**src/rtl/hud_pkg.sv**
```systemverilog
// Shared geometry, colour key and blink-controller types for the HUD
// remaining-lives row.
package hud_pkg;

  localparam int unsigned ICON_W       = 40;
  localparam int unsigned ICON_H       = 39;
  localparam int unsigned ICON_X0      = 16;
  localparam int unsigned ICON_Y0      = 8;
  localparam int unsigned ICON_GAP     = 8;
  localparam int unsigned ICON_PITCH   = ICON_W + ICON_GAP;
  localparam int unsigned MAX_LIVES    = 3;
  localparam int unsigned BLINK_FRAMES = 64;
  localparam int unsigned BLINK_SHIFT  = 3;

  localparam int unsigned COORD_W    = 10;
  localparam int unsigned ADDR_W     = 11;
  localparam int unsigned RGB_W      = 24;
  localparam int unsigned LIVES_IN_W = 3;
  localparam int unsigned LIVES_W    = 2;
  localparam int unsigned CNT_W      = 6;

  localparam logic [RGB_W-1:0] TRANSPARENT = 24'hFFFFFF;

  typedef enum logic {IDLE, BLINK} blink_state_t;

  // Left x coordinate of icon slot k.
  function automatic logic [COORD_W-1:0] slot_x(input int unsigned k);
    return COORD_W'(ICON_X0 + k * ICON_PITCH);
  endfunction

endpackage

```
**src/rtl/life_blink_ctrl.sv**
```systemverilog
// Frame-synchronous life-count tracker: clamps the game's life count and
// blinks recently lost icons for a fixed number of frames.
module life_blink_ctrl
  import hud_pkg::*;
(
  input  logic                  clk,
  input  logic                  rst,
  input  logic                  frame_start,
  input  logic [LIVES_IN_W-1:0] lives,
  output logic [LIVES_W-1:0]    lives_q,
  output logic [LIVES_W-1:0]    old_q,
  output logic                  phase,
  output logic                  blinking
);

  blink_state_t       state_q, state_d;
  logic [CNT_W-1:0]   cnt_q, cnt_d;
  logic [LIVES_W-1:0] lives_d, old_d;
  logic [LIVES_W-1:0] lives_clamp;
  logic               blinking_q, blinking_d;

  // State only moves on frame_start so a frame is never drawn half old, half new.
  always_comb begin
    state_d    = state_q;
    cnt_d      = cnt_q;
    lives_d    = lives_q;
    old_d      = old_q;
    blinking_d = (state_q == BLINK);

    lives_clamp = (lives > LIVES_IN_W'(MAX_LIVES)) ? LIVES_W'(MAX_LIVES)
                                                   : lives[LIVES_W-1:0];

    if (frame_start) begin
      case (state_q)
        IDLE: begin
          lives_d = lives_clamp;
          if (lives_clamp < lives_q) begin
            old_d   = lives_q;
            cnt_d   = '0;
            state_d = BLINK;
          end
        end
        BLINK: begin
          if (lives_clamp < lives_q) begin
            // Further loss keeps old_q, so the blinking range widens.
            lives_d = lives_clamp;
            cnt_d   = '0;
          end else if (lives_clamp > lives_q) begin
            lives_d = lives_clamp;
            cnt_d   = '0;
            state_d = IDLE;
          end else if (cnt_q == CNT_W'(BLINK_FRAMES - 1)) begin
            cnt_d   = '0;
            state_d = IDLE;
          end else begin
            cnt_d = cnt_q + CNT_W'(1);
          end
        end
        default: state_d = IDLE;
      endcase
    end
  end

  always_ff @(posedge clk or posedge rst) begin
    if (rst) begin
      state_q    <= IDLE;
      cnt_q      <= '0;
      lives_q    <= '0;
      old_q      <= '0;
      blinking_q <= 1'b0;
    end else begin
      state_q    <= state_d;
      cnt_q      <= cnt_d;
      lives_q    <= lives_d;
      old_q      <= old_d;
      blinking_q <= blinking_d;
    end
  end

  // Inverted so a freshly lost icon is shown for the first half-period.
  assign phase    = ~cnt_q[BLINK_SHIFT];
  assign blinking = blinking_q;

endmodule

```
**src/rtl/life_hud_drawer.sv**
```systemverilog
// Remaining-lives HUD row: maps scan position to sprite ROM address and
// produces a transparency-keyed pixel two clocks after DrawX/DrawY.
module life_hud_drawer
  import hud_pkg::*;
(
  input  logic                  Clk,
  input  logic                  Reset,
  input  logic                  frame_start,
  input  logic [LIVES_IN_W-1:0] lives,
  input  logic [COORD_W-1:0]    DrawX,
  input  logic [COORD_W-1:0]    DrawY,
  output logic [ADDR_W-1:0]     rom_addr,
  input  logic [RGB_W-1:0]      rom_data,
  output logic                  pixel_on,
  output logic [RGB_W-1:0]      pixel_rgb,
  output logic                  blinking
);

  logic [LIVES_W-1:0] lives_q, old_q;
  logic               phase;

  life_blink_ctrl u_blink (
    .clk         (Clk),
    .rst         (Reset),
    .frame_start (frame_start),
    .lives       (lives),
    .lives_q     (lives_q),
    .old_q       (old_q),
    .phase       (phase),
    .blinking    (blinking)
  );

  logic [MAX_LIVES-1:0] slot_vis;
  logic                 y_hit, s0_hit, s0_vis;
  logic [COORD_W-1:0]   row, col, sx;
  logic [LIVES_W-1:0]   kk;

  // A slot is drawn if still owned, or if recently lost and in the on-phase.
  always_comb begin
    slot_vis = '0;
    kk       = '0;
    for (int unsigned k = 0; k < MAX_LIVES; k++) begin
      kk          = LIVES_W'(k);
      slot_vis[k] = (kk < lives_q) |
                    (blinking & (kk >= lives_q) & (kk < old_q) & phase);
    end
  end

  // Stage 0: slot hit test and ROM address (row*40 + col via shifts).
  always_comb begin
    s0_hit = 1'b0;
    s0_vis = 1'b0;
    col    = '0;
    sx     = '0;
    y_hit  = (DrawY >= COORD_W'(ICON_Y0)) && (DrawY < COORD_W'(ICON_Y0 + ICON_H));
    row    = DrawY - COORD_W'(ICON_Y0);
    for (int unsigned k = 0; k < MAX_LIVES; k++) begin
      sx = slot_x(k);
      if (y_hit && (DrawX >= sx) && (DrawX < sx + COORD_W'(ICON_W))) begin
        s0_hit = 1'b1;
        s0_vis = slot_vis[k];
        col    = DrawX - sx;
      end
    end
    rom_addr = s0_hit ? ((ADDR_W'(row) << 5) + (ADDR_W'(row) << 3) + ADDR_W'(col))
                      : '0;
  end

  logic             hit1_q, hit1_d;
  logic             vis1_q, vis1_d;
  logic             pixel_on_q, pixel_on_d;
  logic [RGB_W-1:0] pixel_rgb_q, pixel_rgb_d;

  // Stage 1 lines up with rom_data; the output stage applies the colour key.
  always_comb begin
    hit1_d      = s0_hit;
    vis1_d      = s0_hit & s0_vis;
    pixel_on_d  = hit1_q & vis1_q & (rom_data != TRANSPARENT);
    pixel_rgb_d = pixel_on_d ? rom_data : '0;
  end

  always_ff @(posedge Clk or posedge Reset) begin
    if (Reset) begin
      hit1_q      <= 1'b0;
      vis1_q      <= 1'b0;
      pixel_on_q  <= 1'b0;
      pixel_rgb_q <= '0;
    end else begin
      hit1_q      <= hit1_d;
      vis1_q      <= vis1_d;
      pixel_on_q  <= pixel_on_d;
      pixel_rgb_q <= pixel_rgb_d;
    end
  end

  assign pixel_on  = pixel_on_q;
  assign pixel_rgb = pixel_rgb_q;

endmodule

```
**config.mk**
```make
export PLATFORM = sky130hd
export DESIGN_NAME = life_hud_drawer
export DESIGN_NICKNAME = d
export VERILOG_FILES = /design/src/rtl/hud_pkg.sv /design/src/rtl/life_blink_ctrl.sv /design/src/rtl/life_hud_drawer.sv
export SDC_FILE = /design/constraint.sdc
export NUM_CORES = 1
export LEC_CHECK = 0
export CAP_MARGIN = 20
export CORE_MARGIN = 2
export CORE_UTILIZATION = 46
export DETAILED_ROUTE_END_ITERATION = 16
export PLACE_DENSITY = 0.82
export SYNTH_ARGS = -nofsm -noshare
export SYNTH_HDL_FRONTEND = slang
export SYNTH_SLANG_ARGS = --single-unit
export TNS_END_PERCENT = 5
```
**constraint.sdc**
```tcl
create_clock -name Clk -period 4.7 [get_ports Clk]
set_input_delay 0.47 -clock Clk [delete_from_list [all_inputs] [get_ports Clk]]
set_output_delay 0.47 -clock Clk [all_outputs]
set_load 0.1 [all_outputs]
```
==> out/summary.txt, run 1 <==
Post-synth EDFFs = 0
DR vias/cell = 5.130
Arrival time worst endpoint = 4.10 ns
Final hold vios = 0
Max VDD drop = 0.1887 mV
Grt met2 use = 39.32%
Pins over their slew limit = 0
Largest net degree at the start of global routing = 40
Initial core utilization = 47.12%
Area growth from synthesis to layout = 53.32%
IO buf count = 86
Setup crit start kind = input port
Synth Cell Area = 0.002579 mm^2
# diodes = 0
Yosys reg bits = 39
Area of the multi-input gates = 0.001538 mm^2
Syn. warnings = 0
Layout cells sized above 1 = 20.00%
Cts hold-fix bufs = 0
TNS Setup = 0 ns
Met3 usage = 3.295%
Placed cell count = 454
Max frequency = 218.6 MHz
Mean post-synth cell area = 9.586 um^2
RSZ-0062 raised after global routing = no
Min-delay worst type = reg -> reg
CTS sink cnt = 39
Setup violators final = 0
Routed Antenna Nets = 0
GPL Wtd Cong = 0.8758
Core area = 0.005473 mm^2
CTS tree = yes
Clock period minus worst slack = 4.575 ns
Vias = 2,370
Global-route wire length before repair = 11,080 um
Worst slack at placement = -0.07812 ns
Final critical-path share of the clock period = 97.33%
Number of library cell types mapped by synthesis = 48
Fill cell count = 432
Cell count after synthesis = 269
Clock transition at the registers of the reported paths = 0.07 ns
Post-synth net total = 346
# DRC = 0
Slew at the pin with the worst max-slew slack = 1.002 ns
CTS root buffer = clkbuf_8
Post-DP HPWL = 5345 um
Die area = 0.006220 mm^2
Kind of end point of the critical path = output pin
Number of buffers created by CTS = 5
Nets = 467
Total GRT Usage = 22.70%
Fin cells = 462
Clock Latency Late Sink = 0.29 ns
Die height = 78.87 um
Clk buf depth = 2
Std cell rows = 27
Crit path kind = in -> out
Number of cells on the worst hold path = 1
Slack of the critical path = 0.1254 ns
GR Util met1 = 28.88%
Critical Path RT = 4.23 ns
Io pins = 87
CP max FO = 6
DIE WIDTH = 78.87 um
Asr flop ratio synth = 100.0%
Worst hold path endpoint = u_blink.cnt_q[5]
Reg2reg start = u_blink.lives_q[1]
Pwr dens = 220.1 mW/mm^2
TritonRoute pass-1 iters = 4
Part of the Yosys area used for sequential elements = 37.85%
Routed WL = 6479 um
DR iter-0 viols = 92
Antenna violations before repair = 0
Vias in the first global route = 2,400
Max-cap viol count = 0
Htree depth = 2
Dominant cells by area after synthesis = dfrtp_1, ha_1, and2_1, fa_1, inv_1
DR WL/cell = 14.02 um
Top-area cell type share of the netlist area = 37.85%
Total global routing overflow = 0
R2r setup slk = 2.80 ns
Reg2reg path depth = 7
Status = complete, no violations
R2r endpoint = u_blink.cnt_q[4]
Leading area contributor after synthesis = dfrtp_1
Clock Skew = 0.001724 ns
Leak = 1.842 nW
Max_slew headroom = 32.96%
GRT Max-Usage Layer = met2
Storage cell area = 975.9 um^2
Hold Crit Start = u_blink.cnt_q[5]
Top FF cell, synth = dfrtp_1
## how the worst max path moves through the flow
stage             start          end  slack (ns)  cells after the start
4_1_cts        DrawX[7]  rom_addr[9]       0.004                     18
3_3_place_gp   DrawX[0]  rom_addr[9]       -0.03                     16
3_5_place_dp   DrawX[0]  rom_addr[9]       -0.08                     16
5_1_grt        DrawX[0]  rom_addr[9]       0.002                     17
2_1_floorplan  DrawX[7]  rom_addr[9]       -0.54                     16
6_report       DrawX[0]  rom_addr[9]        0.13                     16
## layout make-up
cell class	instances	share of cell area (%)
tap	72	2.278
inverter	27	2.595
clock buffer	6	2.089
timing repair buffer	118	29.34
multi-input combinational	199	38.89
clock inverter	1	0.1266
sequential	39	24.68
## cell families (layout without fill, tap and decap cells)
group	count (synthesis)	count (layout)	synth area share (%)
xor+xnor	12	12	4.076
buf+inv	31	152	4.609
flops	39	39	37.85
simple gates	107	107	22.85
mux	2	2	0.8733
fa+ha+maj	27	27	14.85
compound gates	51	51	14.90
## report_power, final
group / leakage (nW) / total, W / internal, W / switching (W)
clock network: 0.0470 / 0.000223 / 0.000115 / 0.000108
logic: 1.27 / 0.000267 / 0.000126 / 0.000142
registers: 0.528 / 0.000380 / 0.000358 / 0.0000224
## timing repair
item                                   CTS  global route
pin swaps                                7             6
gates resized for setup                 13            15
buffers inserted                         1             0
setup endpoints to repair                2             3
endpoints found under the hold margin    0             0
## worst max-delay path: stages
cell	delay [ns]
clkdlybuf4s50_1	0.50
nor4_4	0.28
a31o_2	0.23
and4_4	0.27
a221oi_1	0.09
a211o_2	0.35
fa_2	0.56
inv_1	0.05
ha_1	0.28
a21o_1	0.19
a21oi_2	0.16
o21bai_1	0.09
a21oi_2	0.15
xor2_1	0.20
nor2_2	0.07
buf_12	0.16
## stage by stage
stage	total power (W)	hold WS, ns	utilization (%)	cell area (um^2)
3_3_place_gp	0.0006396	0.4535	69.64	3811
3_5_place_dp	0.0006479	0.4719	69.64	3811
5_1_grt	0.0009215	0.5106	72.25	3954
4_1_cts	0.0008714	0.4915	71.63	3920
6_report	0.0008701	0.4906	72.25	3954
2_1_floorplan	0.0005359	0.4252	-	2584
## layout by cell type, fill, tap and decap left out, drive strengths merged, types with 7 or more instances in the layout
| master | count |
|---|---|
| dfrtp | 39 |
| and2 | 30 |
| nand3 | 10 |
| xnor2 | 10 |
| nor3 | 7 |
| buf | 43 |
| inv | 26 |
| nand2 | 18 |
| ha | 21 |
| nand4 | 8 |
| nor2 | 15 |
| o21ai | 14 |
| clkdlybuf4s50 | 68 |
| a21oi | 9 |
## layer usage
layer	share of wire, %	wire, um	up-vias
met5	0	0	-
met4	1.9	122	0
met3	4.8	314	12
met2	51	3283	62
met1	43	2758	1128
li1	-	-	1168
## flip-flops by register name, summed over array words and instances, names as in the netlist
register / count
pixel_rgb: 24
u_blink.cnt_q: 6
u_blink.lives_q: 2
u_blink.old_q: 2
hit1_q: 1
pixel_on: 1
u_blink.blinking: 1
u_blink.blinking_d: 1
vis1_q: 1
## synth_stat cells, types with 7 or more instances
cell type / number
and2_1: 30
nand4_1: 8
dfrtp_1: 39
inv_1: 26
nor2_1: 15
ha_1: 21
nand2_1: 18
nor3_1: 7
nand3_1: 10
o21ai_0: 12
a21oi_1: 8
xnor2_1: 10
(Power assumes the default switching activity.)
==> run 2, diff against run 1 <==
MAX_ROUTING_LAYER = met4   (was default)
==> out/summary.txt, run 2 (synthesis results as in run 1) <==
Final hold vios = 0 (unchanged)
Worst path bufs/invs = 5 (was 3)
Fin area = 0.004044 mm^2 (was 0.003954 mm^2)
Htree depth = 2 (unchanged)
IO buf count = 86 (unchanged)
Min-delay worst type = reg -> reg (unchanged)
Vias in the first global route = 2,312 (was 2,400)
Die height = 78.87 um (unchanged)
TritonRoute pass-1 iters = 4 (unchanged)
Final Util = 73.89% (was 72.25%)
Total global routing overflow = 0 (unchanged)
Max-cap viol count = 0 (unchanged)
CTS sink cnt = 39 (unchanged)
Number of cells on the worst hold path = 0 (was 1)
DR iter-0 viols = 83 (was 92)
GPL Wtd Cong = 0.9444 (was 0.8758)
Setup violators final = 0 (unchanged)
Most frequent cells in the layout = clkdlybuf4s50_1, dfrtp_1, buf_4, and2_1, inv_1 (unchanged)
Max_slew headroom = 33.73% (was 32.96%)
Fin cells = 466 (was 462)
Std cell rows = 27 (unchanged)
Vias = 2,396 (was 2,370)
R2r endpoint = u_blink.cnt_q[4] (unchanged)
Critical path, cell by cell = clkdlybuf4s50_1, inv_2, ha_4, a21oi_4, buf_4, and4_4, a221oi_2, a211o_2, fa_2, inv_1, ha_1, a21o_1, a21oi_2, o21bai_1, a21oi_1, xor2_1, nor2_2, buf_12 (was clkdlybuf4s50_1, nor4_4, a31o_2, and4_4, a221oi_1, a211o_2, fa_2, inv_1, ha_1, a21o_1, a21oi_2, o21bai_1, a21oi_2, xor2_1, nor2_2, buf_12)
Clock Latency Late Sink = 0.28 ns (was 0.29 ns)
Post-DP HPWL = 5237 um (was 5345 um)
Number of buffers created by CTS = 5 (unchanged)
Final critical-path share of the clock period = 97.67% (was 97.33%)
# DRC = 0 (unchanged)
Worst hold path endpoint = u_blink.blinking (was u_blink.cnt_q[5])
DR WL/cell = 14.50 um (was 14.02 um)
Arrival time worst endpoint = 4.12 ns (was 4.10 ns)
CTS tree = yes (unchanged)
Global-route wire length before repair = 10,760 um (was 11,080 um)
DR vias/cell = 5.142 (was 5.130)
Placed cell count = 454 (unchanged)
Delay-heaviest family, CP = compound AO/OA/AOI/OAI gates (unchanged)
Hold Crit Start = u_blink.blinking_d (was u_blink.cnt_q[5])
Die area = 0.006220 mm^2 (unchanged)
Slowest CP cell = fa_2 (unchanged)
R2r setup slk = 2.82 ns (was 2.80 ns)
Pwr dens = 221.6 mW/mm^2 (was 220.1 mW/mm^2)
Clk buf depth = 2 (unchanged)
Reg2reg start = u_blink.lives_q[1] (unchanged)
Reg2reg path depth = 7 (unchanged)
Kind of end point of the critical path = output pin (unchanged)
Area post-placement = 0.003811 mm^2 (unchanged)
DIE WIDTH = 78.87 um (unchanged)
Crit path kind = in -> out (unchanged)
Routed WL = 6756 um (was 6479 um)
Initial core utilization = 47.12% (unchanged)
Slew at the pin with the worst max-slew slack = 0.9909 ns (was 1.002 ns)
Antenna violations before repair = 0 (unchanged)
CP max FO = 6 (unchanged)
Area growth from synthesis to layout = 56.82% (was 53.32%)
Max reg flops = 24 (unchanged)
Most common cell after layout, fill and taps aside = clkdlybuf4s50_1 (unchanged)
Critical Path RT = 4.23 ns (about the same)
Clock transition at the registers of the reported paths = 0.07 ns (about the same)
Clock Skew = 0.005215 ns (was 0.001724 ns)
Largest net degree at the start of global routing = 40 (unchanged)
# diodes = 0 (unchanged)
Total GRT Usage = 22.73% (was 22.70%)
Leak = 1.884 nW (was 1.842 nW)
Status = complete, no violations (unchanged)
Core area = 0.005473 mm^2 (unchanged)
Clock period minus worst slack = 4.590 ns (was 4.575 ns)
Pins over their slew limit = 0 (unchanged)
Max frequency = 217.8 MHz (was 218.6 MHz)
Overall power = 0.0008962 W (was 0.0008701 W)
Routed Antenna Nets = 0 (unchanged)
CTS root buffer = clkbuf_8 (unchanged)
Io pins = 87 (unchanged)
Max VDD drop = 0.2037 mV (was 0.1887 mV)
Layout cells sized above 1 = 21.32% (was 20.00%)
CP max stage delay = 0.57 ns (was 0.56 ns)
Nets = 470 (was 467)
Cts hold-fix bufs = 0 (unchanged)
Setup crit start kind = input port (unchanged)
-- run 2: changes by cell type in the layout (fill, tap and decap cells not counted), moves of 2 or more --
cell / previous run / this run
a21oi_2: 5 / 3
dlygate4sd2_1: 6 / 4
dlymetal6s2s_1: 1 / 3
buf_4: 35 / 38
-- run 2: routing by layer --
metal	global-route usage (%)	share of wire, %
met5	-	0
met4	7.759	2.4
met3	2.500	3.7
met2	39.23	51
met1	27.99	43
-- run 2: worst max-delay path by stage --
stage / start / end / slack (ns) / cells after the start
after floorplan: DrawX[7] / rom_addr[9] / -0.54 / 16
after global placement: DrawX[0] / rom_addr[9] / -0.07 / 16
after detailed placement: DrawX[7] / rom_addr[9] / -0.20 / 18
after CTS: DrawX[6] / rom_addr[9] / 0.0005 / 17
after global routing: DrawX[7] / rom_addr[9] / -0.05 / 18
final: DrawX[7] / rom_addr[9] / 0.11 / 18
-- run 2: per-stage QoR --
stage,setup TNS (ns),hold WS [ns],setup slack (ns)
after floorplan,-1.687,0.4252,-0.5411
after global placement,-0.09797,0.4555,-0.06920
after detailed placement,-0.2626,0.4620,-0.1981
after CTS,0,0.4811,0.0005382
after global routing,-0.1253,0.5129,-0.05427
final,0,0.4885,0.1096
-- run 2: area by class of cell --
cell class	count	area, um^2
inverter	27	102.6
clock buffer	8	100.1
sequential	39	975.9
tap	72	90.09
timing repair buffer	121	1190
fill	397	1429
multi-input combinational	199	1585
-- run 2: what timing repair did --
action | in CTS | in global routing
pin swaps | 8 | 14
setup buffers | 2 | 2
gates cloned | 0 | 0
gates resized for setup | 13 | 21
endpoints found under the setup margin | 3 | 4
-- run 2: report_power, final --
group | switching (W) | internal, W | leakage [nW]
Clock | 0.000107 | 0.000134 | 0.0515
Combinational | 0.000145 | 0.000129 | 1.30
Sequential | 0.0000232 | 0.000358 | 0.528
==> run 3, diff against run 2 <==
CORE_MARGIN = default   (was 2)
CORE_UTILIZATION = 50   (was 46)
PLACE_DENSITY = 0.88   (was 0.82)
clock period = 5.7 ns   (was 4.7 ns; I/O delays follow)
==> out/summary.txt, run 3 (synthesis results as in run 1) <==
Switching Share = 28.53% (was 30.77%)
Initial core utilization = 53.19% (was 47.12%)
Crit path kind = in -> out (unchanged)
Clock Skew = 0.005251 ns (was 0.005215 ns)
Io pins = 87 (unchanged)
Slew at the pin with the worst max-slew slack = 1.016 ns (was 0.9909 ns)
Cts hold-fix bufs = 0 (unchanged)
Max-cap viol count = 0 (unchanged)
CTS root buffer = clkbuf_8 (unchanged)
Area of the multi-input gates = 0.001493 mm^2 (was 0.001585 mm^2)
Clk buf depth = 2 (unchanged)
Routed Antenna Nets = 0 (unchanged)
Postcts setup bufs = 0 (was 2)
Max frequency = 186.3 MHz
Total GRT Usage = 26.38% (was 22.73%)
Setup violators final = 0 (unchanged)
Delay-heaviest family, CP = compound AO/OA/AOI/OAI gates (unchanged)
Flop pwr share = 39.8% (was 42.5%)
Min-delay worst type = reg -> reg (unchanged)
DR vias/cell = 5.354 (was 5.142)
Kind of end point of the critical path = output pin (unchanged)
Pins over their slew limit = 0 (unchanged)
Max reg flops = 24 (unchanged)
# diodes = 0 (unchanged)
DR WL/cell = 14.68 um (was 14.50 um)
Vias in the first global route = 2,277 (was 2,312)
DIE WIDTH = 73.82 um (was 78.87 um)
Clock period minus worst slack = 5.368 ns
Total global routing overflow = 0 (unchanged)
Arrival time worst endpoint = 4.80 ns (was 4.12 ns)
Met3 Wirelength = 366 um (was 249 um)
RSZ-0062 raised after global routing = no
# DRC = 0 (unchanged)
Routed WL = 6297 um (was 6756 um)
Comb power frac = 26.3% (was 30.6%)
CP max stage delay = 0.59 ns (was 0.57 ns)
Largest net degree at the start of global routing = 40 (unchanged)
Worst path bufs/invs = 4 (was 5)
Pwr dens = 212.0 mW/mm^2 (was 221.6 mW/mm^2)
Leak = 1.701 nW (was 1.884 nW)
Post-DP HPWL = 4988 um (was 5237 um)
Max_slew headroom = 32.08% (was 33.73%)
Nets = 438 (was 470)
Storage cell area = 975.9 um^2 (unchanged)
Std cell rows = 25 (was 27)
CTS sink cnt = 39 (unchanged)
Internal power = 0.0005618 W (was 0.0006205 W)
Hold Slack = 0.4798 ns (was 0.4885 ns)
CP max FO = 7 (was 6)
WL met1 = 2563 um (was 2929 um)
Max VDD drop = 0.2083 mV (was 0.2037 mV)
Global-route wire length before repair = 10,420 um (was 10,760 um)
Critical path, cell by cell = clkdlybuf4s50_1, inv_1, ha_1, a31o_2, and4_1, nor2_1, a221oi_1, a211o_2, fa_1, inv_1, ha_1, a21o_1, a21oi_1, o21bai_1, a21oi_1, xor2_1, nor2_1, buf_12 (was clkdlybuf4s50_1, inv_2, ha_4, a21oi_4, buf_4, and4_4, a221oi_2, a211o_2, fa_2, inv_1, ha_1, a21o_1, a21oi_2, o21bai_1, a21oi_1, xor2_1, nor2_2, buf_12)
DR WL met2 = 3202 um (was 3418 um)
TNS Setup = 0 ns (unchanged)
Most frequent cells in the layout = clkdlybuf4s50_1, dfrtp_1, and2_1, inv_1, ha_1 (was clkdlybuf4s50_1, dfrtp_1, buf_4, and2_1, inv_1)
GPL Wtd Cong = 1.007 (was 0.9444)
Vias = 2,297 (was 2,396)
Die height = 73.82 um (was 78.87 um)
Status = complete, no violations (unchanged)
Slowest CP cell = clkdlybuf4s50_1 (was fa_2)
CTS tree = yes (unchanged)
Setup crit start kind = input port (unchanged)
Antenna violations before repair = 0 (unchanged)
DR iter-0 viols = 122 (was 83)
Final critical-path share of the clock period = 94.18%
Number of buffers created by CTS = 5 (unchanged)
Htree depth = 2 (unchanged)
Most common cell after layout, fill and taps aside = clkdlybuf4s50_1 (unchanged)
Clock Latency Late Sink = 0.29 ns (was 0.28 ns)
Clock power share = 33.9% (was 26.9%)
Fill cell count = 346 (was 397)
Net switching power = 0.0002243 W (was 0.0002757 W)
Core area = 0.004848 mm^2 (was 0.005473 mm^2)
Area growth from synthesis to layout = 43.81% (was 56.82%)
TritonRoute pass-1 iters = 4 (unchanged)
Clock transition at the registers of the reported paths = 0.07 ns (about the same)
Layout cells sized above 1 = 9.669% (was 21.32%)
Highest routed layer = met4 (unchanged)
IO buf count = 86 (unchanged)
Final hold vios = 0 (unchanged)
Critical Path RT = 5.13 ns (was 4.23 ns)
Die area = 0.005449 mm^2 (was 0.006220 mm^2)
-- run 3: changes by cell type in the layout (fill, tap and decap cells not counted), moves of 3 or more --
cell             before  now
buf_4                38    9
clkdlybuf4s50_1      68   74
dlygate4sd2_1         4    0
ha_1                 18   21
-- run 3: layout make-up --
class | count | share of cell area, %
Clock buffer | 6 | 1.957
Clock inverter | 2 | 1.619
Inverter | 27 | 2.767
Multi-Input combinational cell | 199 | 40.25
Sequential cell | 39 | 26.32
Tap cell | 67 | 2.260
Timing Repair Buffer | 89 | 24.83
-- run 3: worst reg2reg max path, stage by stage, from the launching register on --
cell	delay (ns)
dfrtp_1	0.39
inv_1	0.07
ha_1	0.33
a21oi_1	0.10
o21ai_1	0.45
nor3_1	0.12
a21o_1	0.18
a22o_1	0.17
-- run 3: layer usage --
metal | track usage (%) | vias to the layer above
met5 | - | -
met4 | 10.90 | 0
li1 | - | 1115
met3 | 4.938 | 17
met2 | 43.53 | 91
met1 | 31.68 | 1074
-- run 3: power groups by stage --
stage | combinational (W) | clock [W] | sequential [W]
final | 0.000206 | 0.000267 | 0.000313
after global routing | 0.000227 | 0.000281 | 0.000316
after CTS | 0.000206 | 0.000272 | 0.000312
after detailed placement | 0.000203 | 0 | 0.000317
after global placement | 0.000196 | 0 | 0.000316
after floorplan | 0.000110 | 0 | 0.000332
-- run 3: final timing paths --
kind	slack [ns]	to	cells after the start	startpoint
worst max-delay path	0.33	rom_addr[9]	18	DrawX[4]
worst max register to register	3.79	u_blink.cnt_q[4]	7	u_blink.lives_q[1]
worst min-delay path	0.48	u_blink.blinking	0	u_blink.blinking_d
max in group asynchronous	4.67	pixel_rgb[16]	3	Reset
min in group asynchronous	0.69	pixel_rgb[22]	3	Reset
worst min register to register	0.48	u_blink.blinking	0	u_blink.blinking_d
-- run 3: stage by stage --
stage / total power (W) / area, um^2 / std cells / setup WS (ns) / utilization, %
after detailed placement: 0.0005204 / 3570 / 421 / 0.2775 / 73.63
after CTS: 0.0007896 / 3702 / 429 / 0.2598 / 76.36
after global placement: 0.0005121 / 3570 / 421 / 0.4813 / 73.63
after global routing: 0.0008244 / 3709 / 429 / 0.1383 / 76.49
final: 0.0007861 / 3709 / 429 / 0.3316 / 76.49
after floorplan: 0.0004419 / 2584 / 269 / 0.2589 / -
-- run 3: timing repair --
action | in CTS | in global routing
gates resized for setup | 0 | 2
endpoints found under the hold margin | 0 | 0
setup endpoints to repair | 0 | 1
